**config.mk**
```make
export PLATFORM = sky130hd
export DESIGN_NAME = nibble_add_seq
export DESIGN_NICKNAME = d
export VERILOG_FILES = /design/src/rtl/nibble_add_seq.sv
export SDC_FILE = /design/constraint.sdc
export NUM_CORES = 1
export LEC_CHECK = 0
export BUFFER_PORTS_ARGS = -buffer_cell sky130_fd_sc_hd__buf_2
export CORE_ASPECT_RATIO = 0.9
export CORE_UTILIZATION = 35
export CTS_CLUSTER_SIZE = 10
export DETAILED_ROUTE_END_ITERATION = 8
export GPL_TIMING_DRIVEN = 0
export PLACE_DENSITY = 0.55
export SKIP_CTS_REPAIR_TIMING = 1
export SYNTH_ARGS = -nofsm -noshare
export SYNTH_HDL_FRONTEND = slang
export SYNTH_SLANG_ARGS = --single-unit
```
**constraint.sdc**
```tcl
create_clock -name clk -period 3.1 [get_ports clk]
set_input_delay 0.93 -clock clk [delete_from_list [all_inputs] [get_ports clk]]
set_output_delay 0.93 -clock clk [all_outputs]
set_load 0.05 [all_outputs]
```
**src/rtl/nibble_add_seq.sv**
```systemverilog
// Sequential WIDTH-bit adder that reuses a single 4-bit adder, one nibble per clock.
// Optional subtract mode (input port sub) is enabled by defining NIBBLE_ADD_SEQ_SUB_EN.

module my_add (
    input  logic [3:0] a,
    input  logic [3:0] b,
    input  logic       ci,
    output logic [3:0] s,
    output logic       co
);
    assign {co, s} = {1'b0, a} + {1'b0, b} + {4'b0000, ci};
endmodule

module nibble_add_seq #(
    parameter int WIDTH = 16
) (
    input  logic             clk,
    input  logic             rst_n,
    input  logic             start,
    input  logic [WIDTH-1:0] a,
    input  logic [WIDTH-1:0] b,
    input  logic             cin,
`ifdef NIBBLE_ADD_SEQ_SUB_EN
    input  logic             sub,
`endif
    output logic [WIDTH-1:0] sum,
    output logic             cout,
    output logic             busy,
    output logic             done
);
    localparam int N  = WIDTH / 4;
    localparam int CW = (N > 1) ? $clog2(N) : 1;

    typedef enum logic [1:0] {
        IDLE = 2'b00,
        RUN  = 2'b10,
        DONE = 2'b11
    } state_t;

    state_t           state;
    state_t           state_nxt;
    logic [WIDTH-1:0] a_q;
    logic [WIDTH-1:0] b_q;
    logic             carry_q;
    logic [CW-1:0]    cnt;
    logic             last;
    logic [3:0]       add_s;
    logic             add_co;
    logic [WIDTH-1:0] b_in;
    logic             c_in;

    // Subtraction is a + ~b + 1; cin is ignored for a subtract request.
`ifdef NIBBLE_ADD_SEQ_SUB_EN
    assign b_in = sub ? ~b : b;
    assign c_in = sub ? 1'b1 : cin;
`else
    assign b_in = b;
    assign c_in = cin;
`endif

    assign last = (cnt == CW'(N - 1));

    my_add u_add (
        .a  (a_q[4*cnt +: 4]),
        .b  (b_q[4*cnt +: 4]),
        .ci (carry_q),
        .s  (add_s),
        .co (add_co)
    );

    always_comb begin
        state_nxt = state;
        unique case (state)
            IDLE:    if (start) state_nxt = RUN;
            RUN:     if (last)  state_nxt = DONE;
            DONE:    state_nxt = IDLE;
            default: state_nxt = IDLE;
        endcase
    end

    always_ff @(posedge clk) begin
        if (!rst_n) begin
            state   <= IDLE;
            a_q     <= '0;
            b_q     <= '0;
            carry_q <= 1'b0;
            cnt     <= '0;
            sum     <= '0;
            cout    <= 1'b0;
        end else begin
            state <= state_nxt;
            unique case (state)
                IDLE: begin
                    if (start) begin
                        a_q     <= a;
                        b_q     <= b_in;
                        carry_q <= c_in;
                        cnt     <= '0;
                    end
                end
                RUN: begin
                    // The top nibble's carry goes only to cout; the next start reloads carry_q.
                    sum[4*cnt +: 4] <= add_s;
                    carry_q         <= add_co;
                    cnt             <= cnt + 1'b1;
                    if (last) cout <= add_co;
                end
                default: ;
            endcase
        end
    end

    assign busy = (state != IDLE);
    assign done = (state == DONE);
endmodule

```
-- Word level (Yosys, flattened, before mapping)
Index checks and enable logic that the tools add are counted.
- add/subtract/negate cells: 4
- equal/unequal tests: 5
- shift-type cells: 4
- multiplexer cells: 8
- reduce and logical (&&, ||, !) cells: 7
- operators with widths (cell ; count):
    $neg 4->34 ; 1
    $shift 4x34->16 const A ; 1
    $shiftx 4x34->16 ; 1
    $shiftx 16x5->4 ; 2
    $bwmux 16 ; 1
    $pmux 2 s2 ; 2
    $reduce_and 2->1 ; 4
    $eq 2x2->1 const B ; 3
    $mux 2 ; 3
    $add 4x4->5 ; 1
    $add 5x1->5 ; 1
    $ne 2x2->1 const B ; 2
    $reduce_bool 2->1 ; 2
    $add 2x1->2 const B ; 1
    $logic_not 2->1 ; 1
    $pmux 1 s2 ; 1
    $mux 1 ; 1
- bits in registers: 54
- bits of input ports: 36
- output and inout bits: 19
- logic and storage cells: 35

-- Longest topological paths before layout
- depth in word-level cells: 5
- depth in mapped cells: 8
- depth with buffers taken out: 7

-- By module
A second synthesis with hierarchy kept.
- cells, all modules: 267
- area total of the unflattened synthesis: 2519.9 sq um
- by module, submodules not included (module ; times used ; cells an instance ; area each (sq um)):
    nibble_add_seq ; 1 ; 251 ; 2376.0
    my_add ; 1 ; 16 ; 143.9

-- Least setup slack after synthesis
OpenSTA, ideal clock, no wires.
- path type: register -> register
- start point: register cnt[1]
- end point: register carry_q
- library setup time: 0.128 ns
- data arrival time: 2.574 ns
- required time: 2.972 ns
- setup slack: 0.398 ns
- cell stages (with the launch flop): 9
- buffers on the path: 1
- clock period less this slack: 2.702 ns
- path through: dfxtp_1 > clkbuf_1 > mux4_2 > fa_1 > fa_1 > a21o_1 > a21oi_1 > o21a_1 > nor2_1
- longest elaborated chain between the ends: 4
- elaborated cells between the ends (all ways): 5
- those cells by class: add/sub (2); shift (2); mux (1)
- ends and longest elaborated chain (element ; RTL line ; RTL):
    from (decl) ; 45 ; logic [CW-1:0] cnt;
    from (signal assigned) ; 105 ; cnt <= cnt + 1'b1;
    $shiftx 16x5->4, on equally long branches ; 64, 65 ;
    $add 4x4->5 (*) ; 11 ; assign {co, s} = {1'b0, a} + {1'b0, b} + {4'b0000, ci};
    $add 5x1->5 (*) ; 11 ;
    $pmux 1 s2 (*) ; 92 ; unique case (state)
    to (signal assigned) ; 97 ; carry_q <= c_in;
    to (signal assigned) ; 104 ; carry_q <= add_co;
    to (decl) ; 44 ; logic carry_q;
Every way passes the cells marked *; elsewhere a longest branch is shown, timed or not.
A chain may end at the register's enable or synchronous reset.

-- Worst setup path in the final report
Ends and elaborated chain as after synthesis.

==> impl_metrics.env <==
export IMPL_outcome="completed"
export IMPL_grt_pass1_vias=1898
export IMPL_clkLatencyLatePin_ps=310
export IMPL_crit_path_frequent_cell="fa_1"
export IMPL_ys_seq_elements=54
export IMPL_peakVddDrop_mv=0.230
export IMPL_drv_slew=0
export IMPL_power_leakage_uw=0.00122
export IMPL_drcViolationCount=0
export IMPL_clock_path_buffers=2
export IMPL_globalplace_congestion=0.810
export IMPL_syn_inst=256
export IMPL_nNetsFinal=364
export IMPL_htreeDepth=2
export IMPL_drt_initial_drc_count=56
export IMPL_cpMaxStageDelayCell="mux4_2"
export IMPL_ys_types=31
export IMPL_max_freq_mhz=344
export IMPL_final_layout_size_suffix_gt1_share_pct=27.7
export IMPL_cap_viol_max_count=0
export IMPL_synth_nets=303
export IMPL_root_buffer="clkbuf_8"
export IMPL_coreArea_mm2=0.00655
export IMPL_arrival_ps=3090
export IMPL_holdPathStages=2
export IMPL_final_hold_viol_count=0
export IMPL_seq_area_frac_synth_pct=45.7
export IMPL_finClkSkew_ps=11.7
export IMPL_place_inst=400
export IMPL_antenna_found_initial=0
export IMPL_rsz0062_at_grt="no"
export IMPL_crit_path_max_fanout=10
export IMPL_worst_pin_slew_ps=493
export IMPL_start_kind="register"
export IMPL_netlist_area_mm2=0.00237
export IMPL_reg2reg_to="carry_q"
export IMPL_num_rows=28
export IMPL_synth_area_per_cell_um2=9.24
export IMPL_max_slew_margin_pct=67.1
export IMPL_cts_sinks=54
export IMPL_crit_required_ps=3290
export IMPL_grt_max_degree=16
export IMPL_setup_viol=0
export IMPL_diodes=0
export IMPL_fin_crit_ps=2910
export IMPL_rr_worst_depth=8
export IMPL_min_to="a_q[14]"
export IMPL_r2r_setup_slack_ps=190
export IMPL_dp_hpwl_um=3950
export IMPL_overflow=0
export IMPL_crit_chain="clkbuf_2 > mux4_2 > fa_1 > fa_1 > a21o_1 > a21oi_1 > o21a_1 > nor2_1"
export IMPL_ant_nets=0
export IMPL_start_util_pct=36.1
export IMPL_cts_tree="done"
export IMPL_io_pins=55
export IMPL_num_vias=1960
export IMPL_dieWidth_um=88.7
export IMPL_yosysWarnings=0
export IMPL_die_area_mm2=0.00709
export IMPL_netlist_top_cell_by_area="dfxtp_1"
export IMPL_crit_path_end_kind="register"
export IMPL_portBuffers=54
export IMPL_fin_crit_sh_pct=93.8
export IMPL_hold_path_startpoint="a_q[14]"
export IMPL_critical_path_class="register to register"
export IMPL_powerDensity_mw_per_mm2=494
export IMPL_hold_ws_ps=457
export IMPL_hold_class="register to register"
export IMPL_grt_usage_pct=17.3
export IMPL_r2r_start="cnt[1]"
export IMPL_die_height_um=80
export IMPL_stdcell_count=408
export IMPL_viasPerCell=4.80
export IMPL_grt_pass1_wl_um=9230
export IMPL_wl_per_cell_um=13.1
export IMPL_drt_wl_total_um=5340
export IMPL_numCtsBuffers=5
export IMPL_yosys_top_cells_area="dfxtp_1, nand2_1, a21oi_1"
export IMPL_clkTransAtPathRegs_ps=100
export IMPL_crit_path_max_incr_delay_ps=570
export IMPL_areaGrowthSynthToFinish_pct=21.1
export IMPL_synth_top_area_share_pct=45.7
export IMPL_dr_pass1_iters=4
==> registers in the layout, summed over array words and instances (netlist names) <==
| name | flops |
|---|---|
| a_q | 16 |
| cout | 1 |
| b_q | 16 |
| state | 2 |
| cnt | 2 |
| sum | 16 |
| carry_q | 1 |
==> power by group <==
part | internal, µW | switching, µW
clock network | 242 | 224
logic | 82.1 | 126
registers | 722 | 18.0
total | 1050 | 368
==> per-layer routing <==
metal | wire length [µm] | up-vias | GRT usage [%]
li1 | - | 1004 | -
met1 | 2760 | 905 | 24.5
met2 | 2290 | 45 | 26.2
met3 | 231 | 6 | 3.52
met4 | 59 | 0 | 5.32
met5 | 0 | - | 0
==> worst max-delay path, delay by kind of cell (launching register included) <==
family / cells / cell delay [ps]
flops: 1 / 400
buf+inv: 1 / 310
mux: 1 / 570
fa+ha+maj: 2 / 880
compound gates: 3 / 590
simple gates: 1 / 30
==> cell usage in the layout, fill, tap and decap left out, types with 2 or more instances in the layout <==
cell type,netlist,routed
a32oi_1,4,4
clkbuf_8,0,5
a21oi_1,36,36
a21o_1,2,2
nand2_1,71,71
fa_1,2,2
ha_1,9,9
nor2_1,21,21
nor4_4,3,3
inv_1,2,2
a22oi_1,13,13
mux4_2,8,8
dfxtp_1,54,53
inv_2,2,2
buf_2,6,60
nand3_1,2,2
clkbuf_1,6,7
==> logic make-up (layout without fill, tap and decap cells) <==
kind of cell / Yosys count / count (layout) / share of synthesized area, %
simple gates: 106 / 106 / 21.5
xor+xnor: 1 / 1 / 0.370
mux: 8 / 8 / 7.61
flops: 54 / 54 / 45.7
compound gates: 59 / 59 / 15.2
fa+ha+maj: 11 / 11 / 6.45
buf+inv: 17 / 79 / 3.17
==> stage by stage <==
step	util [%]	total power (µW)	TNS, ps	worst slack, ps	instance area [µm²]
final	43.7	1410	0	192	2870
after global routing	43.7	1500	0	48.8	2870
after CTS	43.6	1430	-38.3	-36.6	2860
after global placement	42.0	963	-19.5	-18.1	2750
after detailed placement	42.0	966	-33.2	-33.2	2750
after floorplan	-	894	0	398	2370
==> cells in the mapped netlist <==
cell	number
nand2_1	71
dfxtp_1	54
a21oi_1	36
nor2_1	21
a22oi_1	13
ha_1	9
mux4_2	8
buf_2	6
clkbuf_1	6
a32oi_1	4
nor4_4	3
a21o_1	2
fa_1	2
inv_1	2
inv_2	2
nand3_1	2
a211o_1	1
a311oi_1	1
and2_1	1
and2b_1	1
and3_1	1
buf_4	1
nand2b_1	1
nand2b_2	1
nand3b_2	1
nor3b_2	1
nor4b_4	1
o21a_1	1
o21bai_1	1
or2_2	1
xor2_1	1
==> worst max-delay path by stage <==
| stage | start | end | slack (ps) | depth (start not counted) |
|---|---|---|---|---|
| 2_1_floorplan | cnt[1] | carry_q | 400 | 8 |
| 3_3_place_gp | cnt[1] | sum[6] | -20 | 7 |
| 3_5_place_dp | cnt[1] | carry_q | -30 | 8 |
| 4_1_cts | cnt[1] | carry_q | -40 | 8 |
| 5_1_grt | cnt[1] | carry_q | 50 | 8 |
| 6_report | cnt[1] | carry_q | 190 | 8 |
==> layout make-up <==
cell class,count,area (µm²)
clock buffers,7,76.3
plain buffers,13,61.3
fillers,688,3690
inverters,4,15.0
multi-input cells,185,1220
clock inverters,1,30.0
repair buffers,54,270
well taps,90,113
flip-flops and latches,54,1080
(Power assumes the default switching activity.)
